<file path="src/rtl/timer_pkg.sv">
// ---------------------------------------------------------------------------
// timer_pkg
// Shared definitions for the countdown timer display path.
//   SEG_BLANK   : active-low pattern with every segment off
//   SEG_DASH    : active-low pattern lighting only segment g
//   SEG_TABLE   : active-low {g,f,e,d,c,b,a} patterns for BCD digits 0..9
//   digit_idx_t : which of the four display positions is being scanned
// ---------------------------------------------------------------------------
package timer_pkg;

    localparam logic [6:0] SEG_BLANK = 7'b1111111;
    localparam logic [6:0] SEG_DASH  = 7'b0111111;

    // Element [k] holds the pattern for digit k (element 9 is written first).
    localparam logic [9:0][6:0] SEG_TABLE = {
        7'b0010000,  // 9
        7'b0000000,  // 8
        7'b1111000,  // 7
        7'b0000010,  // 6
        7'b0010010,  // 5
        7'b0011001,  // 4
        7'b0110000,  // 3
        7'b0100100,  // 2
        7'b1111001,  // 1
        7'b1000000   // 0
    };

    // Scan order: rightmost digit first, leftmost position is always blank.
    typedef enum logic [1:0] {
        DIGIT_SEC_UNI = 2'd0,
        DIGIT_SEC_DEC = 2'd1,
        DIGIT_MIN     = 2'd2,
        DIGIT_BLANK   = 2'd3
    } digit_idx_t;

endpackage

</file>
<file path="src/rtl/bcd_to_seg7.sv">
// ---------------------------------------------------------------------------
// bcd_to_seg7
// Combinational BCD to active-low seven-segment decoder.
// Ports:
//   bcd : 4-bit BCD value
//   seg : active-low segments {g,f,e,d,c,b,a}; values above 9 show a dash
// ---------------------------------------------------------------------------
module bcd_to_seg7
    import timer_pkg::*;
(
    input  logic [3:0] bcd,
    output logic [6:0] seg
);

    always_comb begin
        seg = SEG_DASH;
        if (bcd <= 4'd9) begin
            seg = SEG_TABLE[bcd];
        end
    end

endmodule

</file>
<file path="src/rtl/timer_display.sv">
// ---------------------------------------------------------------------------
// timer_display
// Multiplexed four-digit driver for an M:SS countdown timer. A prescaler
// sets how long each digit stays lit; the BCD inputs are sampled once per
// scan frame so a digit never changes halfway through a frame.
//
// Parameters:
//   SCAN_DIV     : clock cycles per digit (2..65535)
//   BLINK_FRAMES : scan frames per blink half-period (1..255)
// Ports:
//   clock       : rising-edge clock
//   Cn          : synchronous active-low reset
//   sec_unidade : BCD seconds units
//   sec_decimal : BCD seconds tens
//   min         : BCD minutes
//   zero        : timer has reached 0:00 (only used with blink enabled)
//   an          : active-low digit enables, an[0] = rightmost digit
//   seg         : active-low segments {g,f,e,d,c,b,a}
//   dp_n        : active-low colon/decimal point, lit with the minutes digit
//
// Build option: define TIMER_DISPLAY_BLINK_EN to blank the whole display
// on alternating groups of BLINK_FRAMES frames while zero is high.
// ---------------------------------------------------------------------------
module timer_display
    import timer_pkg::*;
#(
    parameter int unsigned SCAN_DIV     = 4,
    parameter int unsigned BLINK_FRAMES = 8
) (
    input  logic       clock,
    input  logic       Cn,
    input  logic [3:0] sec_unidade,
    input  logic [3:0] sec_decimal,
    input  logic [3:0] min,
    input  logic       zero,
    output logic [3:0] an,
    output logic [6:0] seg,
    output logic       dp_n
);

    localparam logic [15:0] TICK_AT = 16'(SCAN_DIV - 1);

    logic [15:0] prescaler;
    digit_idx_t  index;
    digit_idx_t  index_next;
    logic [11:0] snapshot;
    logic        tick;
    logic        frame_wrap;
    logic [3:0]  nibble;
    logic [6:0]  digit_seg;
    logic [3:0]  an_next;
    logic [6:0]  seg_next;
    logic        dp_next;
    logic        blank_all;

    assign tick       = (prescaler == TICK_AT);
    assign frame_wrap = tick && (index == DIGIT_BLANK);

    // Digit index advances one position per tick and wraps 3 -> 0.
    always_comb begin
        index_next = index;
        if (tick) begin
            index_next = digit_idx_t'(index + 2'd1);
        end
    end

    // Pick the snapshot nibble for the digit currently being scanned.
    always_comb begin
        nibble = 4'd0;
        case (index)
            DIGIT_SEC_UNI: nibble = snapshot[3:0];
            DIGIT_SEC_DEC: nibble = snapshot[7:4];
            DIGIT_MIN:     nibble = snapshot[11:8];
            default:       nibble = 4'd0;
        endcase
    end

    bcd_to_seg7 u_decode (
        .bcd (nibble),
        .seg (digit_seg)
    );

    // Next output values; the blank position still enables its anode.
    always_comb begin
        an_next        = 4'b1111;
        an_next[index] = 1'b0;
        seg_next       = (index == DIGIT_BLANK) ? SEG_BLANK : digit_seg;
        dp_next        = (index != DIGIT_MIN);
        if (blank_all) begin
            an_next = 4'b1111;
        end
    end

    // Scan state, input snapshot and registered outputs; reset wins over
    // any tick or capture on the same edge.
    always_ff @(posedge clock) begin
        if (!Cn) begin
            prescaler <= 16'd0;
            index     <= DIGIT_SEC_UNI;
            snapshot  <= 12'd0;
            an        <= 4'b1111;
            seg       <= SEG_BLANK;
            dp_n      <= 1'b1;
        end else begin
            prescaler <= tick ? 16'd0 : prescaler + 16'd1;
            index     <= index_next;
            if (frame_wrap) begin
                snapshot <= {min, sec_decimal, sec_unidade};
            end
            an   <= an_next;
            seg  <= seg_next;
            dp_n <= dp_next;
        end
    end

`ifdef TIMER_DISPLAY_BLINK_EN
    localparam logic [7:0] FRAME_LAST = 8'(BLINK_FRAMES - 1);

    logic [7:0] frame_cnt;
    logic       blink_phase;

    // Gating with zero lets normal scanning return on the very edge where
    // zero is seen low, before the phase register has been cleared.
    assign blank_all = zero && blink_phase;

    // Count frame wraps while zero is high and flip the phase every
    // BLINK_FRAMES wraps; zero low restarts the pattern from phase 0.
    always_ff @(posedge clock) begin
        if (!Cn || !zero) begin
            frame_cnt   <= 8'd0;
            blink_phase <= 1'b0;
        end else if (frame_wrap) begin
            if (frame_cnt == FRAME_LAST) begin
                frame_cnt   <= 8'd0;
                blink_phase <= ~blink_phase;
            end else begin
                frame_cnt <= frame_cnt + 8'd1;
            end
        end
    end
`else
    logic unused_zero;

    assign unused_zero = zero;
    assign blank_all   = 1'b0;
`endif

endmodule

</file>
<file path="config.mk">
export PLATFORM = sky130hd
export DESIGN_NAME = timer_display
export DESIGN_NICKNAME = d
export VERILOG_FILES = /design/src/rtl/timer_pkg.sv /design/src/rtl/bcd_to_seg7.sv /design/src/rtl/timer_display.sv
export SDC_FILE = /design/constraint.sdc
export NUM_CORES = 1
export LEC_CHECK = 0
export BUFFER_PORTS_ARGS = -buffer_cell sky130_fd_sc_hd__clkbuf_2
export CELL_PAD_IN_SITES_DETAIL_PLACEMENT = 0
export CELL_PAD_IN_SITES_GLOBAL_PLACEMENT = 1
export CORE_ASPECT_RATIO = 0.9
export CORE_MARGIN = 3
export CORE_UTILIZATION = 46
export CTS_CLUSTER_DIAMETER = 50
export DETAILED_ROUTE_END_ITERATION = 12
export PLACE_DENSITY_LB_ADDON = 0.1
export SYNTH_ARGS = -nofsm -noshare
export SYNTH_HDL_FRONTEND = slang
export SYNTH_HIERARCHICAL = 1
export SYNTH_SLANG_ARGS = --single-unit
</file>
<file path="constraint.sdc">
create_clock -name clock -period 3.05 [get_ports clock]
set_input_delay 0.1525 -clock clock [delete_from_list [all_inputs] [get_ports clock]]
set_output_delay 0.1525 -clock clock [all_outputs]
set_load 0.005 [all_outputs]
</file>
==> results.json, run 1 <==
{
  "status": "finished clean",
  "netlist_top_cells_count": "41 x sky130_fd_sc_hd__dfxtp_1, 20 x sky130_fd_sc_hd__nor2_1, 15 x sky130_fd_sc_hd__nor2b_1, 13 x sky130_fd_sc_hd__mux2i_1",
  "finalSetupViolCount": 0,
  "max-slew-margin-rel_pct": 59.2,
  "io_pins": 27,
  "die-height_um": 66.7,
  "worst_ep_required_time_ps": 3210,
  "yosys_most_used_dff": "sky130_fd_sc_hd__dfxtp_1",
  "clock-root-buffer": "sky130_fd_sc_hd__clkbuf_8",
  "rows": 21,
  "overall_power_after_layout_uw": 987,
  "initial_core_util_pct": 49.0,
  "placed_cells": 255,
  "final-seq-area_um2": 821,
  "postRouteWirelength_um": 3410,
  "postSynthNetCount": 217,
  "skew_ps": 11.4,
  "die-area_um2": 4890,
  "tritoncts": "yes",
  "ctsHoldBuffers": 0,
  "dr_total_vias": 1357,
  "critical_path_startpoint_category": "flop",
  "core-area_um2": 3840,
  "postSynthRegisterBits": 41,
  "final_weighted_congestion_in_routability_driven_placement": 0.790,
  "port_buffers": 25,
  "timing_max_transition_violations_final": 0,
  "die_x_um": 73.4,
  "first_global_vias": 1246,
  "fillers": 342,
  "num_antenna_cells": 0,
  "flow.area_growth_from_synthesis_pct": 12.9,
  "clk-insertion-delay-late_ps": 280,
  "setup.worst_path.end_class": "flop",
  "synthesis.area_um2": 1880,
  "netlist_top_cells_area": "sky130_fd_sc_hd__dfxtp_1 44%, sky130_fd_sc_hd__mux2i_1 6.9%, sky130_fd_sc_hd__ha_1 6.7%",
  "cts_repair_resize_count": 0,
  "hold-path-cell-count": 3,
  "postCtsSetupRepairBufs": 0,
  "synth-warning-count": 6,
  "synth_async_sr_flop_share_pct": 0,
  "post-route-min-period_ps": 2340,
  "synth_largest_area_cell": "sky130_fd_sc_hd__dfxtp_1",
  "grt_first_pass_wirelength_um": 5780,
  "synth_enable_flop_cells": 0,
  "worst_pin_slew_ps": 610,
  "fmax_mhz": 428,
  "post-synth-top-count-cell": "sky130_fd_sc_hd__dfxtp_1",
  "route.detailed.vias_per_inst": 5.16,
  "path_class": "reg2reg",
  "routed_wire_length_per_instance_um": 13.0,
  "place_hpwl_um": 2450,
  "syn-mean-instance-area_um2": 9.79,
  "rsz0062_at_grt": "no",
  "final_hold_violating_endpoints": 0,
  "clock_slew_at_the_register_clock_pins_of_the_worst_setup_and_hold_paths_ps": 80,
  "power_density_over_cell_area_nw_per_um2": 465,
  "synth_cell_type_count": 37,
  "grt_overflow_total": 0,
  "grt_max_degree": 22,
  "worst_ir_drop_vdd_v": 0.000281,
  "count_of_routing_violations_after_the_opening_detailed_route_iteration": 121,
  "cts.htree.levels": 2,
  "syn_inst": 192,
  "area_taken_by_multi_input_logic_gates_um2": 981,
  "antenna_found_initial": 0,
  "total_leakage_power_uw": 0.000914,
  "cts_max_path_buffers": 2,
  "setup_tns_ps": 0,
  "remaining_antenna_violation_count": 0,
  "critical_path_peak_fanout": 5,
  "cts.sink_count": 41,
  "synth_top_area_share_pct": 43.6,
  "timing.hold.worst.class": "in2reg",
  "period_share_pct": 76.6,
  "drv_cap": 0,
  "layout_cells_excl_fill": 263,
  "drt_first_pass_iters": 4,
  "drive_above_1_share_pct": 18.0,
  "drc": 0,
  "global_route.usage.total_pct": 15.2,
  "final_net_count": 241,
  "synth-seq-area-share_pct": 43.6,
  "reg2reg_depth": 9,
  "cts_buffers": 5,
  "arrival_ps": 2500
}
[registers in the layout, indices dropped and copies added, names as in the netlist]
register and count:
snapshot 12, index 2, prescaler 16, an 4, seg 7
[path summary, 6_finish.rpt]
kind	start	endpoint	slack [ps]
min reg2reg	prescaler[0]$_SDFF_PP0_	prescaler[0]$_SDFF_PP0_	490
min	min[0]	snapshot[8]$_SDFFE_PN0P_	120
max reg2reg	index[0]$_SDFFE_PN0N_	seg[0]$_SDFF_PP1_	710
max	index[0]$_SDFFE_PN0N_	seg[0]$_SDFF_PP1_	710
[cells by family (layout without fill, tap and decap cells)]
family / Yosys count / count (layout) / share of synthesized area [%]
flip-flops: 41 / 41 / 43.6
AND/OR/NAND/NOR: 82 / 82 / 24.3
XOR/XNOR: 14 / 14 / 6.52
multiplexers: 13 / 13 / 6.92
buffers and inverters: 17 / 42 / 4.19
AO/OA/AOI/OAI: 15 / 15 / 7.78
adder cells (fa/ha/maj): 10 / 10 / 6.65
[routing by layer]
| metal | global-route usage, % | wire, µm | part of all wire [%] |
|---|---|---|---|
| met1 | 21.7 | 1750 | 51 |
| met2 | 21.9 | 1470 | 43 |
| met3 | 4.37 | 171 | 5.0 |
| met4 | 4.98 | 26 | 0.76 |
| met5 | 0 | 0 | 0 |
[area by class of cell]
cell class | count | share of cell area (%)
flip-flops and latches | 41 | 38.7
multi-input cells | 134 | 46.2
clock buffers | 7 | 4.54
repair buffers | 26 | 6.25
inverters | 8 | 1.41
clock inverters | 1 | 0.236
well taps | 46 | 2.71
[stage by stage]
| step | worst slack, ps | hold slack [ps] | util [%] | instance area (µm²) |
|---|---|---|---|---|
| 6_report | 715 | 119 | 55.3 | 2120 |
| 5_1_grt | 591 | 122 | 55.3 | 2120 |
| 4_1_cts | 699 | 113 | 55.3 | 2120 |
| 3_5_place_dp | 721 | 417 | 52.7 | 2020 |
| 3_3_place_gp | 797 | 405 | 52.7 | 2020 |
| 2_1_floorplan | 1000 | 319 | - | 1880 |
[cells in the final DEF, fill, tap and decap left out, types with 4 or more instances in the layout]
| master | count |
|---|---|
| sky130_fd_sc_hd__nor2b_1 | 15 |
| sky130_fd_sc_hd__nand3_1 | 7 |
| sky130_fd_sc_hd__mux2i_1 | 13 |
| sky130_fd_sc_hd__ha_1 | 10 |
| sky130_fd_sc_hd__nand2b_1 | 8 |
| sky130_fd_sc_hd__dfxtp_1 | 41 |
| sky130_fd_sc_hd__xnor2_1 | 10 |
| sky130_fd_sc_hd__nor3_1 | 5 |
| sky130_fd_sc_hd__a222oi_1 | 4 |
| sky130_fd_sc_hd__nor4_1 | 5 |
| sky130_fd_sc_hd__xor2_1 | 4 |
| sky130_fd_sc_hd__nand2_1 | 8 |
| sky130_fd_sc_hd__clkbuf_2 | 25 |
| sky130_fd_sc_hd__nor2_1 | 20 |
| sky130_fd_sc_hd__inv_1 | 8 |
| sky130_fd_sc_hd__nand4_1 | 4 |
| sky130_fd_sc_hd__clkbuf_8 | 7 |
[report_power, final]
group | switching [µW] | internal, µW | leakage (µW) | total [µW]
clock | 176 | 205 | 0.0000542 | 380
combinational | 26.7 | 24.0 | 0.000526 | 50.7
sequential | 9.49 | 547 | 0.000334 | 556
total | 212 | 775 | 0.000914 | 987
[worst max-delay path, cell delays in order, from the launching register on]
cell,delay [ps]
sky130_fd_sc_hd__dfxtp_1,410
sky130_fd_sc_hd__inv_1,90
sky130_fd_sc_hd__ha_1,290
sky130_fd_sc_hd__a222oi_1,370
sky130_fd_sc_hd__nor2_1,130
sky130_fd_sc_hd__inv_1,140
sky130_fd_sc_hd__ha_1,250
sky130_fd_sc_hd__o21bai_4,110
sky130_fd_sc_hd__a221o_1,290
sky130_fd_sc_hd__nand2b_1,130
Power figures use the tool's default switching activity.
==> inputs of run 2 (changes only) <==
--- a/config.mk
+++ b/config.mk
@@ -10,7 +10,7 @@
 export CELL_PAD_IN_SITES_GLOBAL_PLACEMENT = 1
 export CORE_ASPECT_RATIO = 0.9
 export CORE_MARGIN = 3
-export CORE_UTILIZATION = 46
+export CORE_UTILIZATION = 43
 export CTS_CLUSTER_DIAMETER = 50
 export DETAILED_ROUTE_END_ITERATION = 12
 export PLACE_DENSITY_LB_ADDON = 0.1
==> constraint.sdc (replaced) <==
create_clock -name clock -period 2.3 [get_ports clock]
set_input_delay 0.115 -clock clock [delete_from_list [all_inputs] [get_ports clock]]
set_output_delay 0.115 -clock clock [all_outputs]
set_load 0.005 [all_outputs]
==> run 2 against run 1 <==
Combinational power is 49% higher. Largest cell class unchanged. Global-route usage fell by 0.34 points. Register-to-register slack worse by 540 ps. Die area is 6.4% higher. Via count grew 2.1%. Sequential cell count stayed put. Highest routed layer unchanged.
==> results.json, run 2 (same netlist as run 1, synthesis figures left out) <==
{
  "timing_max_transition_violations_final": 0,
  "clock_slew_at_the_register_clock_pins_of_the_worst_setup_and_hold_paths_ps": 80,
  "critical_path.top_delay_family": "compound AO/OA/AOI/OAI gates",
  "period_share_pct": 92.2,
  "critical_path_peak_fanout": 5,
  "status": "finished clean",
  "postCtsSetupRepairBufs": 0,
  "fillers": 394,
  "drive_above_1_share_pct": 22.2,
  "delay_of_the_slowest_cell_on_the_worst_path_ps": 390,
  "clock-root-buffer": "sky130_fd_sc_hd__clkbuf_8",
  "arrival_ps": 2290,
  "drc": 0,
  "final_core_utilization_pct": 52.2,
  "routed_wire_length_per_instance_um": 12.7,
  "die-area_um2": 5200,
  "final_common_cell": "sky130_fd_sc_hd__dfxtp_1",
  "clk-insertion-delay-late_ps": 280,
  "dr_total_vias": 1385,
  "num_antenna_cells": 0,
  "worst_ep_required_time_ps": 2470,
  "cts.htree.levels": 2,
  "layout_common_cells": "40 x sky130_fd_sc_hd__dfxtp_1, 25 x sky130_fd_sc_hd__clkbuf_2, 18 x sky130_fd_sc_hd__nor2_1",
  "final_net_count": 245,
  "place_hpwl_um": 2570,
  "worst_ir_drop_vdd_v": 0.000353,
  "largest_register_ffs": 16,
  "final_weighted_congestion_in_routability_driven_placement": 0.797,
  "rsz0062_at_grt": "no",
  "drt_first_pass_iters": 4,
  "crit_cells": 9,
  "register_name_with_the_most_flops": "prescaler",
  "cts_buffers": 5,
  "max-slew-margin-rel_pct": 60.0,
  "route.detailed.vias_per_inst": 4.93,
  "rows": 22,
  "postRouteWirelength_um": 3570,
  "core-area_um2": 4160,
  "worst_path_slowest_cell": "sky130_fd_sc_hd__a222oi_1",
  "post-route-min-period_ps": 2120,
  "total_leakage_power_uw": 0.000912,
  "grt_overflow_total": 0,
  "drv_cap": 0,
  "layout.cell_area.non_filler_um2": 2170,
  "die_x_um": 75.7,
  "timing.critical_path.cells": "inv_1 -> ha_2 -> a222oi_1 -> nor2_1 -> inv_2 -> ha_2 -> o21bai_4 -> a221o_1 -> nand2b_1",
  "reg2reg_depth": 9,
  "global_route.usage.total_pct": 14.9,
  "setup.worst_path.end_class": "flop",
  "tritoncts": "yes",
  "port_buffers": 25,
  "worst_pin_slew_ps": 598,
  "first_global_vias": 1246,
  "biggestRegsByFlops": "prescaler (16), snapshot (12), seg (7)",
  "finalSetupViolCount": 0,
  "critical_path_startpoint_category": "flop",
  "timing.hold.worst.class": "in2reg",
  "setup_tns_ps": 0,
  "flow.area_growth_from_synthesis_pct": 15.3,
  "hold-path-cell-count": 3,
  "cts_max_path_buffers": 2,
  "skew_ps": 6.78,
  "fmax_mhz": 472,
  "path_common_cell": "sky130_fd_sc_hd__ha_2",
  "io_pins": 27,
  "die-height_um": 68.7,
  "remaining_antenna_violation_count": 0,
  "final_hold_slack_ps": 82.6,
  "final_hold_violating_endpoints": 0,
  "cts.sink_count": 41,
  "antenna_found_initial": 0,
  "grt_first_pass_wirelength_um": 5810,
  "power_density_over_cell_area_nw_per_um2": 580,
  "crit_buf_inv": 2,
  "count_of_routing_violations_after_the_opening_detailed_route_iteration": 36,
  "grt_max_degree": 22,
  "dpl-instance-area_um2": 2070,
  "initial_core_util_pct": 45.2,
  "path_class": "reg2reg"
}
-- run 2: changes by cell type in the layout (fill, tap and decap cells not counted), sizes merged --
cell    previous run  this run
buf                1         5
clkinv             1         0
clkbuf            32        33
-- run 2: final timing paths --
check / start / end / slack [ps]
worst min-delay path: min[0] / snapshot[8]$_SDFFE_PN0P_ / 80
worst max register to register: index[1]$_SDFFE_PN0N_ / seg[0]$_SDFF_PP1_ / 180
worst max-delay path: index[1]$_SDFFE_PN0N_ / seg[0]$_SDFF_PP1_ / 180
worst min register to register: prescaler[0]$_SDFF_PP0_ / prescaler[0]$_SDFF_PP0_ / 480
-- run 2: per-layer routing --
layer	GRT usage, %	share of wire [%]	vias up
li1	-	-	720
met1	21.3	54	640
met2	21.4	42	20
met3	4.35	3.1	5
met4	4.59	1.0	0
met5	0	0	-
-- run 2: power breakdown --
part / internal [µW] / switching [µW] / total, µW
Combinational: 37.7 / 37.7 / 75.3
Sequential: 725 / 11.7 / 737
Clock: 216 / 230 / 446
-- run 2: worst min-delay path: stages --
cell and delay, ps:
sky130_fd_sc_hd__clkbuf_2 70, sky130_fd_sc_hd__mux2i_1 50, sky130_fd_sc_hd__nor2b_1 90
-- run 2: area by class of cell --
type	instances	area, µm²	area share [%]
repair buffers	30	163	7.50
inverters	8	30.0	1.38
well taps	60	75.1	3.46
clock buffers	8	80.1	3.69
flip-flops and latches	41	822	37.9
multi-input cells	134	998	46.0
-- run 2: what timing repair did --
item	4_1_cts	5_1_grt
setup endpoints to repair	0	6
hold buffers	0	0
resized for setup	0	9
endpoints found under the hold margin	0	0
-- run 2: metrics by stage --
step | std cells | setup WS [ps] | total power, µW
2_1_floorplan | 192 | 250 | 792
3_3_place_gp | 273 | 90.5 | 827
3_5_place_dp | 273 | 44.3 | 828
4_1_cts | 281 | 36.1 | 1270
5_1_grt | 281 | 19.4 | 1320
6_report | 281 | 179 | 1260
==> inputs of run 3 (changes only) <==
--- a/config.mk
+++ b/config.mk
@@ -10,7 +10,7 @@
 export CELL_PAD_IN_SITES_GLOBAL_PLACEMENT = 1
 export CORE_ASPECT_RATIO = 0.9
 export CORE_MARGIN = 3
-export CORE_UTILIZATION = 43
+export CORE_UTILIZATION = 39
 export CTS_CLUSTER_DIAMETER = 50
 export DETAILED_ROUTE_END_ITERATION = 12
 export PLACE_DENSITY_LB_ADDON = 0.1
==> constraint.sdc (replaced) <==
create_clock -name clock -period 1.9 [get_ports clock]
set_input_delay 0.095 -clock clock [delete_from_list [all_inputs] [get_ports clock]]
set_output_delay 0.095 -clock clock [all_outputs]
set_load 0.005 [all_outputs]
==> run 3 against run 2 <==
The run now ends with negative setup slack left. Global-route usage decreased by 0.98 points. Non-clock buffer count increased by 13. Fmax increased by 4.1%. Core utilization increased by 0.23 points. First-iteration DRC count increased to 2.8 times the previous value. Routed wire length decreased by 0.62%. Highest routed layer unchanged. Sequential cell count unchanged.
==> results.json, run 3 (same netlist as run 1, synthesis figures left out) <==
{
  "core-area_um2": 4550,
  "final_net_count": 258,
  "routed_wire_length_per_instance_um": 12.0,
  "fmax_mhz": 491,
  "layout.cell_area.non_filler_um2": 2380,
  "grt_max_degree": 22,
  "grt_overflow_total": 0,
  "biggestRegsByFlops": "prescaler (16), snapshot (12), seg (7)",
  "setup_slack_after_layout_ps": -136,
  "failing_checks": "negative setup slack",
  "cts.htree.levels": 2,
  "flow.area_growth_from_synthesis_pct": 26.7,
  "port_buffers": 25,
  "ctsHoldBuffers": 0,
  "first_global_vias": 1371,
  "dr_total_vias": 1446,
  "clock_slew_at_the_register_clock_pins_of_the_worst_setup_and_hold_paths_ps": 80,
  "rows": 23,
  "worst_ir_drop_vdd_v": 0.000418,
  "final_hold_violating_endpoints": 0,
  "remaining_antenna_violation_count": 0,
  "die-height_um": 71.9,
  "final_common_cell": "sky130_fd_sc_hd__dfxtp_1",
  "critical_path_peak_fanout": 5,
  "finalSetupViolCount": 6,
  "place_hpwl_um": 2720,
  "global_route.usage.total_pct": 13.9,
  "drive_above_1_share_pct": 29.9,
  "drc": 0,
  "timing.hold.worst.class": "in2reg",
  "cts.sink_count": 41,
  "total_leakage_power_uw": 0.00101,
  "num_antenna_cells": 0,
  "post-route-min-period_ps": 2040,
  "status": "finished, violations left",
  "die_x_um": 79.2,
  "register_name_with_the_most_flops": "prescaler",
  "rsz0062_at_grt": "yes",
  "layout_common_cells": "39 x sky130_fd_sc_hd__dfxtp_1, 25 x sky130_fd_sc_hd__clkbuf_2, 19 x sky130_fd_sc_hd__nor2_1",
  "antenna_found_initial": 0,
  "tritoncts": "yes",
  "dpl-instance-area_um2": 2230,
  "arrival_ps": 2200,
  "clock-root-buffer": "sky130_fd_sc_hd__clkbuf_8",
  "die-area_um2": 5690,
  "postRouteWirelength_um": 3550,
  "clk-insertion-delay-late_ps": 300,
  "worst_ep_required_time_ps": 2070,
  "max-slew-margin-rel_pct": 60.5,
  "cts_buffers": 5,
  "power_density_over_cell_area_nw_per_um2": 709,
  "initial_core_util_pct": 41.4,
  "path_class": "reg2reg",
  "setup_tns_ps": -543,
  "count_of_routing_violations_after_the_opening_detailed_route_iteration": 101,
  "cts_max_path_buffers": 2,
  "setup.worst_path.end_class": "flop",
  "reg2reg_depth": 9,
  "worst_pin_slew_ps": 590,
  "critical_path_startpoint_category": "flop",
  "route.detailed.vias_per_inst": 4.89,
  "drt_first_pass_iters": 4,
  "final_weighted_congestion_in_routability_driven_placement": 0.775,
  "timing_max_transition_violations_final": 0,
  "hold-path-cell-count": 3,
  "drv_cap": 0,
  "io_pins": 27,
  "grt_first_pass_wirelength_um": 6220,
  "skew_ps": 10.1,
  "period_share_pct": 107,
  "largest_register_ffs": 16
}
[run 3: changes by cell type in the layout (fill, tap and decap cells not counted), sizes merged]
cell    change
buf        +13
bufinv      +1
clkbuf      -2
clkinv      +1
[run 3: repair_timing]
action | in CTS | in global routing
pin swaps | 4 | 3
setup buffers | 2 | 1
gates resized for setup | 1 | 2
setup endpoints to repair | 6 | 19
[run 3: stage by stage]
stage	instances	utilization, %	worst slack, ps	total power (µW)	hold WS [ps]
after global routing	296	52.4	-276	1760	48.5
after detailed placement	285	49.1	-137	1020	358
after floorplan	192	-	-18.3	966	261
after CTS	295	52.0	-154	1710	40.5
final	296	52.4	-136	1690	46.9
after global placement	285	49.1	-97.2	1020	347
[run 3: layout make-up]
type / instances / area (µm²)
clock buffers: 6 / 72.6
clock inverters: 2 / 38.8
fillers: 432 / 2160
inverters: 8 / 32.5
multi-input cells: 134 / 1070
flip-flops and latches: 41 / 828
well taps: 62 / 77.6
repair buffers: 43 / 260
[run 3: final timing paths]
check | end | slack (ps) | from
min reg2reg | prescaler[0]$_SDFF_PP0_ | 480 | prescaler[0]$_SDFF_PP0_
min | snapshot[11]$_SDFFE_PN0P_ | 50 | min[3]
max | seg[3]$_SDFF_PP1_ | -140 | index[0]$_SDFFE_PN0N_
max reg2reg | seg[3]$_SDFF_PP1_ | -140 | index[0]$_SDFFE_PN0N_
[run 3: per-layer routing]
metal,up-vias,global-route usage [%],part of all wire (%)
met2,26,20.7,43
met4,0,6.87,2.4
met1,671,18.5,50
met5,-,0,0
met3,8,3.89,4.6
li1,741,-,-
[run 3: critical path, stage by stage, from the launching register on]
cell	delay, ps
sky130_fd_sc_hd__dfxtp_4	380
sky130_fd_sc_hd__inv_4	80
sky130_fd_sc_hd__ha_4	160
sky130_fd_sc_hd__a222oi_1	100
sky130_fd_sc_hd__nor2_2	270
sky130_fd_sc_hd__inv_2	120
sky130_fd_sc_hd__ha_1	330
sky130_fd_sc_hd__inv_1	50
sky130_fd_sc_hd__a221o_1	290
sky130_fd_sc_hd__nand2b_1	130
[run 3: report_power, final]
part | switching, µW | leakage, µW | total [µW] | internal [µW]
combinational | 48.2 | 0.000621 | 106 | 58.1
sequential | 16.2 | 0.000335 | 893 | 877
clock | 296 | 0.0000554 | 690 | 394
